### src/rtl/vga_pkg.sv
// Shared VGA scan timing: default 640x480@60 constants, totals, phase enum and
// the phase step function used by both scan axes.
package vga_pkg;

    localparam int unsigned CNT_W   = 10;
    localparam int unsigned CNT_MAX = (1 << CNT_W) - 1;

    localparam int unsigned DEF_CLK_DIV   = 2;
    localparam int unsigned DEF_H_VISIBLE = 640;
    localparam int unsigned DEF_H_FP      = 16;
    localparam int unsigned DEF_H_SYNC    = 96;
    localparam int unsigned DEF_H_BP      = 48;
    localparam int unsigned DEF_V_VISIBLE = 480;
    localparam int unsigned DEF_V_FP      = 10;
    localparam int unsigned DEF_V_SYNC    = 2;
    localparam int unsigned DEF_V_BP      = 33;

    localparam int unsigned H_TOTAL = DEF_H_VISIBLE + DEF_H_FP + DEF_H_SYNC + DEF_H_BP;
    localparam int unsigned V_TOTAL = DEF_V_VISIBLE + DEF_V_FP + DEF_V_SYNC + DEF_V_BP;

    typedef enum logic [1:0] {
        ACTIVE = 2'd0,
        FRONT  = 2'd1,
        SYNC   = 2'd2,
        BACK   = 2'd3
    } scan_phase_t;

    // Phase for the counter value about to be loaded; cnt is the new position.
    function automatic scan_phase_t next_phase(
        input scan_phase_t      cur,
        input logic [CNT_W-1:0] cnt,
        input logic [CNT_W-1:0] fp_start,
        input logic [CNT_W-1:0] sync_start,
        input logic [CNT_W-1:0] bp_start
    );
        scan_phase_t nxt;
        nxt = cur;
        case (cur)
            ACTIVE:  if (cnt == fp_start)   nxt = FRONT;
            FRONT:   if (cnt == sync_start) nxt = SYNC;
            SYNC:    if (cnt == bp_start)   nxt = BACK;
            BACK:    if (cnt == '0)         nxt = ACTIVE;
            default: nxt = ACTIVE;
        endcase
        return nxt;
    endfunction

endpackage

### src/rtl/pix_clk_en.sv
// Pixel-rate enable: divides the system clock by CLK_DIV into a one-clock pix_tick.
module pix_clk_en #(
    parameter int unsigned CLK_DIV = 2
) (
    input  logic i_clk,
    input  logic i_rst,
    input  logic i_en,
    output logic o_pix_tick
);

    localparam int unsigned DIV_W = (CLK_DIV > 1) ? $clog2(CLK_DIV) : 1;
    localparam logic [DIV_W-1:0] DIV_LAST = DIV_W'(CLK_DIV - 1);

    if (CLK_DIV < 1) begin : g_div_chk
        $error("pix_clk_en: CLK_DIV must be at least 1");
    end

    logic [DIV_W-1:0] r_div;
    logic [DIV_W-1:0] w_div_d;
    logic             r_tick;
    logic             w_tick_d;

    // While paused the pending tick is kept, so resuming never drops a pixel.
    always_comb begin
        w_div_d  = r_div;
        w_tick_d = r_tick;
        if (i_en) begin
            w_tick_d = (r_div == DIV_LAST);
            w_div_d  = (r_div == DIV_LAST) ? '0 : r_div + DIV_W'(1);
        end
    end

    always_ff @(posedge i_clk) begin
        if (i_rst) begin
            r_div  <= '0;
            r_tick <= 1'b0;
        end else begin
            r_div  <= w_div_d;
            r_tick <= w_tick_d;
        end
    end

    assign o_pix_tick = r_tick & i_en;

endmodule

### src/rtl/vga_scan_ctrl.sv
// VGA scan counters, phase FSMs, syncs and line/frame markers.
// Optional VGA_FRAME_CNT_EN adds a 16-bit wrapping frame counter output.
module vga_scan_ctrl
    import vga_pkg::*;
#(
    parameter int unsigned CLK_DIV   = DEF_CLK_DIV,
    parameter int unsigned H_VISIBLE = DEF_H_VISIBLE,
    parameter int unsigned H_FP      = DEF_H_FP,
    parameter int unsigned H_SYNC    = DEF_H_SYNC,
    parameter int unsigned H_BP      = DEF_H_BP,
    parameter int unsigned V_VISIBLE = DEF_V_VISIBLE,
    parameter int unsigned V_FP      = DEF_V_FP,
    parameter int unsigned V_SYNC    = DEF_V_SYNC,
    parameter int unsigned V_BP      = DEF_V_BP
) (
    input  logic             i_clk,
    input  logic             i_rst,
    input  logic             i_en,
    output logic             o_pix_tick,
    output logic [CNT_W-1:0] o_hcount,
    output logic [CNT_W-1:0] o_vcount,
    output logic             o_hsync,
    output logic             o_vsync,
    output logic             o_video_on,
    output logic             o_line_start,
    output logic             o_frame_start
`ifdef VGA_FRAME_CNT_EN
    ,
    output logic [15:0]      o_frame_count
`endif
);

    localparam int unsigned H_TOT = H_VISIBLE + H_FP + H_SYNC + H_BP;
    localparam int unsigned V_TOT = V_VISIBLE + V_FP + V_SYNC + V_BP;

    if (H_TOT > CNT_MAX) begin : g_h_total_chk
        $error("vga_scan_ctrl: horizontal total exceeds 10-bit counter range");
    end
    if (V_TOT > CNT_MAX) begin : g_v_total_chk
        $error("vga_scan_ctrl: vertical total exceeds 10-bit counter range");
    end

    localparam logic [CNT_W-1:0] H_LAST       = CNT_W'(H_TOT - 1);
    localparam logic [CNT_W-1:0] V_LAST       = CNT_W'(V_TOT - 1);
    localparam logic [CNT_W-1:0] H_FP_START   = CNT_W'(H_VISIBLE);
    localparam logic [CNT_W-1:0] H_SYNC_START = CNT_W'(H_VISIBLE + H_FP);
    localparam logic [CNT_W-1:0] H_BP_START   = CNT_W'(H_VISIBLE + H_FP + H_SYNC);
    localparam logic [CNT_W-1:0] V_FP_START   = CNT_W'(V_VISIBLE);
    localparam logic [CNT_W-1:0] V_SYNC_START = CNT_W'(V_VISIBLE + V_FP);
    localparam logic [CNT_W-1:0] V_BP_START   = CNT_W'(V_VISIBLE + V_FP + V_SYNC);

    logic w_pix_tick;

    pix_clk_en #(
        .CLK_DIV (CLK_DIV)
    ) u_pix_clk_en (
        .i_clk      (i_clk),
        .i_rst      (i_rst),
        .i_en       (i_en),
        .o_pix_tick (w_pix_tick)
    );

    logic [CNT_W-1:0] r_hcount;
    logic [CNT_W-1:0] r_vcount;
    scan_phase_t      r_h_phase;
    scan_phase_t      r_v_phase;
    logic             r_hsync;
    logic             r_vsync;
    logic             r_video_on;
    logic             r_line_start;
    logic             r_frame_start;

    logic [CNT_W-1:0] w_hcount_d;
    logic [CNT_W-1:0] w_vcount_d;
    scan_phase_t      w_h_phase_d;
    scan_phase_t      w_v_phase_d;
    logic             w_hsync_d;
    logic             w_vsync_d;
    logic             w_video_on_d;
    logic             w_line_start_d;
    logic             w_frame_start_d;
    logic             w_h_wrap;
    logic             w_v_wrap;

    assign w_h_wrap = (r_hcount == H_LAST);
    assign w_v_wrap = (r_vcount == V_LAST);

    // Level outputs are computed from the new counter values so they line up
    // with hcount/vcount in the same cycle.
    always_comb begin
        w_hcount_d      = r_hcount;
        w_vcount_d      = r_vcount;
        w_h_phase_d     = r_h_phase;
        w_v_phase_d     = r_v_phase;
        w_hsync_d       = r_hsync;
        w_vsync_d       = r_vsync;
        w_video_on_d    = r_video_on;
        w_line_start_d  = w_pix_tick & w_h_wrap;
        w_frame_start_d = w_pix_tick & w_h_wrap & w_v_wrap;

        if (w_pix_tick) begin
            if (w_h_wrap) begin
                w_hcount_d = '0;
                w_vcount_d = w_v_wrap ? '0 : r_vcount + CNT_W'(1);
            end else begin
                w_hcount_d = r_hcount + CNT_W'(1);
            end

            w_h_phase_d = next_phase(r_h_phase, w_hcount_d,
                                     H_FP_START, H_SYNC_START, H_BP_START);
            if (w_h_wrap) begin
                w_v_phase_d = next_phase(r_v_phase, w_vcount_d,
                                         V_FP_START, V_SYNC_START, V_BP_START);
            end

            w_hsync_d    = (w_h_phase_d != SYNC);
            w_vsync_d    = (w_v_phase_d != SYNC);
            w_video_on_d = (w_h_phase_d == ACTIVE) && (w_v_phase_d == ACTIVE);
        end
    end

    always_ff @(posedge i_clk) begin
        if (i_rst) begin
            r_hcount      <= '0;
            r_vcount      <= '0;
            r_h_phase     <= ACTIVE;
            r_v_phase     <= ACTIVE;
            r_hsync       <= 1'b1;
            r_vsync       <= 1'b1;
            r_video_on    <= 1'b0;
            r_line_start  <= 1'b0;
            r_frame_start <= 1'b0;
        end else begin
            r_hcount      <= w_hcount_d;
            r_vcount      <= w_vcount_d;
            r_h_phase     <= w_h_phase_d;
            r_v_phase     <= w_v_phase_d;
            r_hsync       <= w_hsync_d;
            r_vsync       <= w_vsync_d;
            r_video_on    <= w_video_on_d;
            r_line_start  <= w_line_start_d;
            r_frame_start <= w_frame_start_d;
        end
    end

`ifdef VGA_FRAME_CNT_EN
    logic [15:0] r_frame_count;

    always_ff @(posedge i_clk) begin
        if (i_rst) begin
            r_frame_count <= '0;
        end else if (w_frame_start_d) begin
            r_frame_count <= r_frame_count + 16'd1;
        end
    end

    assign o_frame_count = r_frame_count;
`endif

    assign o_pix_tick    = w_pix_tick;
    assign o_hcount      = r_hcount;
    assign o_vcount      = r_vcount;
    assign o_hsync       = r_hsync;
    assign o_vsync       = r_vsync;
    assign o_video_on    = r_video_on;
    // Markers are masked while paused so a held register never shows as a pulse.
    assign o_line_start  = r_line_start & i_en;
    assign o_frame_start = r_frame_start & i_en;

endmodule

### config.mk
export PLATFORM = sky130hd
export DESIGN_NAME = vga_scan_ctrl
export DESIGN_NICKNAME = d
export VERILOG_FILES = /design/src/rtl/vga_pkg.sv /design/src/rtl/pix_clk_en.sv /design/src/rtl/vga_scan_ctrl.sv
export SDC_FILE = /design/constraint.sdc
export NUM_CORES = 1
export LEC_CHECK = 0
export BUFFER_PORTS_ARGS = -buffer_cell sky130_fd_sc_hd__buf_2
export CORE_ASPECT_RATIO = 0.8
export CORE_MARGIN = 3
export CORE_UTILIZATION = 50
export CTS_CLUSTER_DIAMETER = 80
export DETAILED_ROUTE_END_ITERATION = 16
export PLACE_DENSITY = 0.76
export SLEW_MARGIN = 20
export SYNTH_ARGS = -nofsm -noshare
export SYNTH_HDL_FRONTEND = slang
export SYNTH_HIERARCHICAL = 1
export SYNTH_SLANG_ARGS = --single-unit
### constraint.sdc
create_clock -name i_clk -period 2.9 [get_ports i_clk]
set_input_delay 0.87 -clock i_clk [delete_from_list [all_inputs] [get_ports i_clk]]
set_output_delay 0.87 -clock i_clk [all_outputs]
set_load 0.005 [all_outputs]
### Yosys cells after proc, flatten, opt, wreduce, memory -nomap -nowiden

Cells that the tools add are included.

* register bits: 31
* output and inout port bits: 26
* word-level logic and storage cells: 61
* bits of input ports: 3

* equality and inequality tests: 16
* reduce and logical (&&, ||, !) cells: 7
* add/subtract/negate cells: 3
* multiplexer cells: 19
* bitwise logic cells: 5

Operator list (count)
* $eq A10 B10 Y1 const B: 5
* $mux W10: 5
* $eq A10 B9 Y1 const B: 3
* $mux W2: 11
* $add A10 B1 Y10 const B: 2
* $logic_not A10 Y1: 2
* $pmux W2 S4: 2
* $eq A2 B2 Y1 const B: 4
* $logic_not A2 Y1: 4
* $and A1 B1 Y1: 5
* $eq A2 B1 Y1 const B: 2
* $ne A2 B2 Y1 const B: 2
* $add A1 B1 Y1 const B: 1
* $logic_and A1 B1 Y1: 1
* $mux W1: 1

### Depth between registers and ports, before layout

* depth in word-level cells: 11
* depth in mapped cells: 13

### Modules after synthesis

The synthesis kept the hierarchy.

Modules (own cells, without submodules)
* vga_scan_ctrl: times used 1, seq. area each 580.6 um^2, area each 2190.9 um^2, cells each 298
* pix_clk_en: times used 1, seq. area each 40.0 um^2, area each 73.8 um^2, cells each 7

### Worst setup path after synthesis

No wires, ideal clock.

* path kind: register to register
* from: reg r_vcount[0], in the netlist o_vcount[0]
* to: reg r_vsync, in the netlist o_vsync
* cell stages (with the launch flop): 14
* data arrival time: 2.692 ns
* data required time: 2.779 ns
* setup slack: 0.087 ns
* setup time: 0.121 ns
* path buffers: 3
* path through: dfxtp_1 > clkbuf_1 > inv_1 > ha_1 > or4b_4 > buf_6 > or3_1 > buf_2 > a31oi_1 > o211ai_1 > o2111a_1 > a21o_1 > a21oi_1 > a21oi_1

* longest elaborated chain between the ends: 10
* elaborated cells on any way between the ends: 17
* classes of those cells: add/sub (1); eq/ne (5); mux (10); reduce/logical (1)

Ends and longest elaborated chain
* from (decl): RTL line vga_scan_ctrl.sv:64 `logic [CNT_W-1:0] r_vcount;`
* from (signal assigned): RTL line vga_scan_ctrl.sv:135 `r_vcount <= w_vcount_d;`
* $add A10 B1 Y10 or $eq A10 B10 Y1 (tied branches): RTL line vga_scan_ctrl.sv:104, vga_scan_ctrl.sv:86
* $mux W10: RTL line vga_scan_ctrl.sv:104 `w_vcount_d = w_v_wrap ? '0 : r_vcount + CNT_W'(1);`
* $mux W10 (*): RTL line vga_scan_ctrl.sv:102 `if (w_h_wrap) begin`
* $mux W10 (*): RTL line vga_scan_ctrl.sv:101 `if (w_pix_tick) begin`
* $eq A10 B9 Y1, or another cell as far along: RTL line vga_pkg.sv:41 `SYNC: if (cnt == bp_start) nxt = BACK;`
* $mux W2, on equally long branches
* $pmux W2 S4 (*): RTL line vga_pkg.sv:38 `case (cur)`
* $mux W2 (*): RTL line vga_scan_ctrl.sv:111 `if (w_h_wrap) begin`
* $mux W2 (*): RTL line vga_scan_ctrl.sv:101
* $ne A2 B2 Y1 (*): RTL line vga_scan_ctrl.sv:117 `w_vsync_d = (w_v_phase_d != SYNC);`
* to (signal assigned): RTL line vga_scan_ctrl.sv:139 `r_vsync <= w_vsync_d;`
* to (decl): RTL line vga_scan_ctrl.sv:68 `logic r_vsync;`

Every way passes the cells marked *; elsewhere a longest branch is shown, timed or not. The select of a mux whose other input is x is not followed.
A chain may end at the register's enable or synchronous reset.

### Worst setup path in the final report

* from: reg r_hcount[9], in the netlist o_hcount[9]
* to: reg r_vsync, in the netlist o_vsync

* longest elaborated chain between the ends: 9
* elaborated cells on any way between the ends: 15
* classes of those cells: eq/ne (5); mux (9); reduce/logical (1)

Ends and longest elaborated chain
* from (decl): RTL line vga_scan_ctrl.sv:63 `logic [CNT_W-1:0] r_hcount;`
* from (signal assigned): RTL line vga_scan_ctrl.sv:134 `r_hcount <= w_hcount_d;`
* $eq A10 B10 Y1 (*): RTL line vga_scan_ctrl.sv:85 `assign w_h_wrap = (r_hcount == H_LAST);`
* $mux W10: RTL line vga_scan_ctrl.sv:102
* $mux W10: RTL line vga_scan_ctrl.sv:101
* $eq A10 B9 Y1, or another cell as far along: RTL line vga_pkg.sv:41
* $mux W2, on equally long branches
* $pmux W2 S4: RTL line vga_pkg.sv:38
* $mux W2 (*): RTL line vga_scan_ctrl.sv:111
* $mux W2 (*): RTL line vga_scan_ctrl.sv:101
* $ne A2 B2 Y1 (*): RTL line vga_scan_ctrl.sv:117

Marks and branches as above.

==> flow_metrics.tcl <==
set metrics [dict create \
    critPathLaunchType "flop" \
    fin_skew_ns 0.00961 \
    rows 21 \
    seq_area_frac_synth_pct 27.4 \
    dr.pass1.iters 5 \
    grt-ovfl-total 0 \
    grt_use_met1_pct 38.8 \
    antenna_cells 0 \
    n_fill_cell 385 \
    grtUsageMet2_pct 38.4 \
    leakage_uw 0.00106 \
    max_freq_mhz 364 \
    grt_pass1_vias 2128 \
    criticalPathCategory "reg2reg" \
    grt_pass1_wl_um 10800 \
    start_util_pct 52.9 \
    hold_end "o_hsync$_SDFFE_PP1P_" \
    gp_congestion 1.01 \
    antenna_found_initial 0 \
    max_slew_margin_pct 61.2 \
    syn_to_final_growth_pct 21.2 \
    hold_path_class "reg2reg" \
    drv_cap 0 \
    cts_hold_buf 0 \
    clkTransAtPathRegs_ns 0.07 \
    boundaryPins 29 \
    drtAntennaViolNets 0 \
    slew_violations 0 \
    htree_levels 2 \
    min_from "o_hsync$_SDFFE_PP1P_" \
    rsz0062_at_grt "no" \
    final_cell_count_no_fill 411 \
    vias 2524 \
    syn_area_um2 2260 \
    crit_arrival_ns 2.92 \
    ys.warnings.count 6 \
    critPathMaxFanout 7 \
    setup_viol 0 \
    drt_iter0_drc 268 \
    finalWirelength_um 6660 \
    dp_hpwl_um 4710 \
    synth_edf_count 0 \
    top_usage_layer "met1" \
    holdPathStages 2 \
    place_inst 400 \
    drive_gt1_share_pct 25.1 \
    grt_use_total_pct 26.2 \
    status "finished clean" \
    synthFlopType "dfxtp_1" \
    r2r_slack_ns 0.15 \
    via_per_inst 6.14 \
    dieHeight_um 66.2 \
    worstMarginPinSlew_ns 0.582 \
    ys_ff_latch 31 \
    root_buffer "clkbuf_8" \
    p_per_area_nw_per_um2 292 \
    core_um2 4280 \
    vdd_drop_max_mv 0.238 \
    multi_input_area_um2 1480 \
    use_met3_pct 5.04 \
    clock_sinks 31 \
    avgSynthCellArea_um2 7.43 \
    final_nets 359 \
    clk_latency_ns 0.29 \
    period_share_pct 94.7 \
    seq_area_um2 621 \
    rr_worst_depth 8 \
    die_x_um 81.2 \
    r2r-start "o_hcount[9]$_SDFFE_PP0P_" \
    portBuffers 28 \
    crit_required_ns 3.07 \
    route.detailed.drc 0 \
    wire_per_inst_um 16.2 \
    die-area_um2 5380 \
    clock_path_buffers 2 \
    syn-num-nets 311 \
    grt_max_degree 31 \
    cts_tree "yes" \
    setup_tns_ns 0 \
    cts_buffers 5 \
    hold_viol_final 0 \
    min_period_ns 2.75 \
    timing.rr.end "o_vsync$_SDFFE_PP1P_" \
    crit_path_end_kind "flop" \
    syn_inst 305 \
    async_flop_share_pct 0 \
    ys_types 60 \
]
final cells by class:
cell class,count,share of cell area [%]
Timing Repair Buffer,67,16.2
Multi-Input combinational cell,237,54.0
Tap cell,57,2.60
Inverter,11,1.50
Clock buffer,5,2.51
Clock inverter,3,0.547
Sequential cell,31,22.6
kinds of logic after synthesis:
kind of cell	Yosys count	synth area share, %
and+or+nand+nor	134	30.6
AOI/OAI and AO/OA	81	25.0
DFF	31	27.4
xor gates and xnor gates	14	5.41
muxes	5	2.27
buffers and inverters	37	7.68
adders and majority gates	3	1.66
through the flow:
stage	hold slack [ns]	setup WS, ns	cell area [µm²]	power [µW]	util, %
2_1_floorplan	0.451	0.0873	2260	462	-
3_3_place_gp	0.456	0.0978	2610	471	61.0
3_5_place_dp	0.471	0.0782	2610	472	61.0
4_1_cts	0.487	0.0677	2700	808	63.0
5_1_grt	0.530	0.0296	2740	834	64.1
6_report	0.481	0.154	2740	802	64.1
flip-flops by register name, summed over array words and instances, names as in the netlist:
| name | flops |
|---|---|
| o_hsync | 1 |
| o_vsync | 1 |
| u_pix_clk_en/r_tick | 1 |
| o_hcount | 10 |
| u_pix_clk_en/r_div | 1 |
| o_vcount | 10 |
| r_frame_start | 1 |
| o_video_on | 1 |
| r_v_phase | 2 |
| r_line_start | 1 |
| r_h_phase | 2 |
layout by cell type, fill, tap and decap left out, types with 2 or more instances in the layout:
master / synthesis / layout
nor4_1: 3 / 3
nor4b_1: 2 / 2
nor2_1: 36 / 36
mux2i_1: 4 / 4
dfxtp_1: 31 / 31
a31o_2: 2 / 2
a21oi_1: 23 / 23
o2111a_1: 2 / 2
nand3_1: 11 / 11
xnor2_1: 6 / 6
and3_1: 3 / 2
nand4_1: 11 / 11
nor3_1: 15 / 15
o21ai_0: 15 / 15
a2111oi_1: 0 / 2
a211oi_2: 2 / 2
clkinv_2: 0 / 3
xor2_1: 8 / 8
o211ai_1: 2 / 2
or4_1: 3 / 3
buf_4: 1 / 38
ha_1: 3 / 3
o21ai_1: 2 / 2
a41oi_1: 3 / 2
and4_1: 2 / 2
a21o_1: 3 / 3
o311a_1: 2 / 2
a211oi_1: 4 / 4
buf_2: 7 / 28
nand3b_1: 2 / 2
a311oi_1: 2 / 2
inv_1: 10 / 10
nor2b_1: 2 / 2
and2_1: 4 / 4
a31oi_1: 4 / 4
o31ai_1: 2 / 2
nand2b_1: 3 / 3
clkbuf_8: 0 / 5
nand2_1: 29 / 29
repair_timing:
action,CTS,global route
gates resized for setup,0,4
endpoints found under the hold margin,0,0
setup endpoints to repair,0,4
setup buffers,0,3
how the worst max path moves through the flow:
| stage | end | start |
|---|---|---|
| 3_3_place_gp | o_video_on$_SDFFE_PP0P_ | o_hcount[1]$_SDFFE_PP0P_ |
| 3_5_place_dp | o_vsync$_SDFFE_PP1P_ | o_hcount[1]$_SDFFE_PP0P_ |
| 4_1_cts | o_vsync$_SDFFE_PP1P_ | o_hcount[1]$_SDFFE_PP0P_ |
| 5_1_grt | o_video_on$_SDFFE_PP0P_ | o_vcount[1]$_SDFFE_PP0P_ |
| 6_report | o_vsync$_SDFFE_PP1P_ | o_hcount[9]$_SDFFE_PP0P_ |
| 2_1_floorplan | o_vsync$_SDFFE_PP1P_ | o_vcount[0]$_SDFFE_PP0P_ |
metal layers:
metal | routed length, µm | vias up
li1 | - | 1212
met1 | 3190 | 1181
met2 | 2840 | 117
met3 | 522 | 14
met4 | 104 | 0
met5 | 0 | -
report_power, final:
group          switching [µW]  internal [µW]
registers                3.12            429
logic                    18.2           11.5
clock network             176            164
total                     197            605
critical path, cell delays in order, from the launching register on:
cell and delay [ns]:
dfxtp_1 0.47, or4b_2 0.66, a2111oi_1 0.35, a211oi_1 0.15
a211oi_2 0.30, a41oi_2 0.19, a21o_1 0.21, a21oi_1 0.22
a21oi_1 0.10
synth_stat cells, drive strengths merged (2+ instances only):
| master | instances | area [µm²] |
|---|---|---|
| nor3b | 2 | 20.0 |
| o311a | 2 | 20.0 |
| o211ai | 2 | 15.0 |
| mux2i | 4 | 40.0 |
| xor2 | 8 | 70.1 |
| or4 | 3 | 22.5 |
| buf | 11 | 76.3 |
| nor4b | 2 | 17.5 |
| nand3 | 11 | 55.1 |
| xnor2 | 6 | 52.6 |
| nand3b | 2 | 15.0 |
| a31o | 2 | 17.5 |
| a2111oi | 2 | 17.5 |
| a21o | 3 | 22.5 |
| nand2b | 3 | 18.8 |
| a31oi | 4 | 25.0 |
| nor4 | 3 | 18.8 |
| or4b | 2 | 23.8 |
| o21ai | 18 | 93.8 |
| and3 | 3 | 18.8 |
| o31ai | 2 | 15.0 |
| nor2b | 2 | 12.5 |
| nor2 | 36 | 135 |
| clkbuf | 15 | 56.3 |
| ha | 3 | 37.5 |
| a21oi | 23 | 115 |
| a311oi | 2 | 17.5 |
| nor3 | 16 | 91.3 |
| and2 | 5 | 32.5 |
| nand4 | 11 | 68.8 |
| a211oi | 6 | 55.1 |
| a41oi | 3 | 26.3 |
| o2111a | 2 | 22.5 |
| dfxtp | 31 | 621 |
| and4 | 2 | 17.5 |
| nand2 | 29 | 109 |
| inv | 10 | 37.5 |
Note: power is estimated with default switching activity, not from simulation.
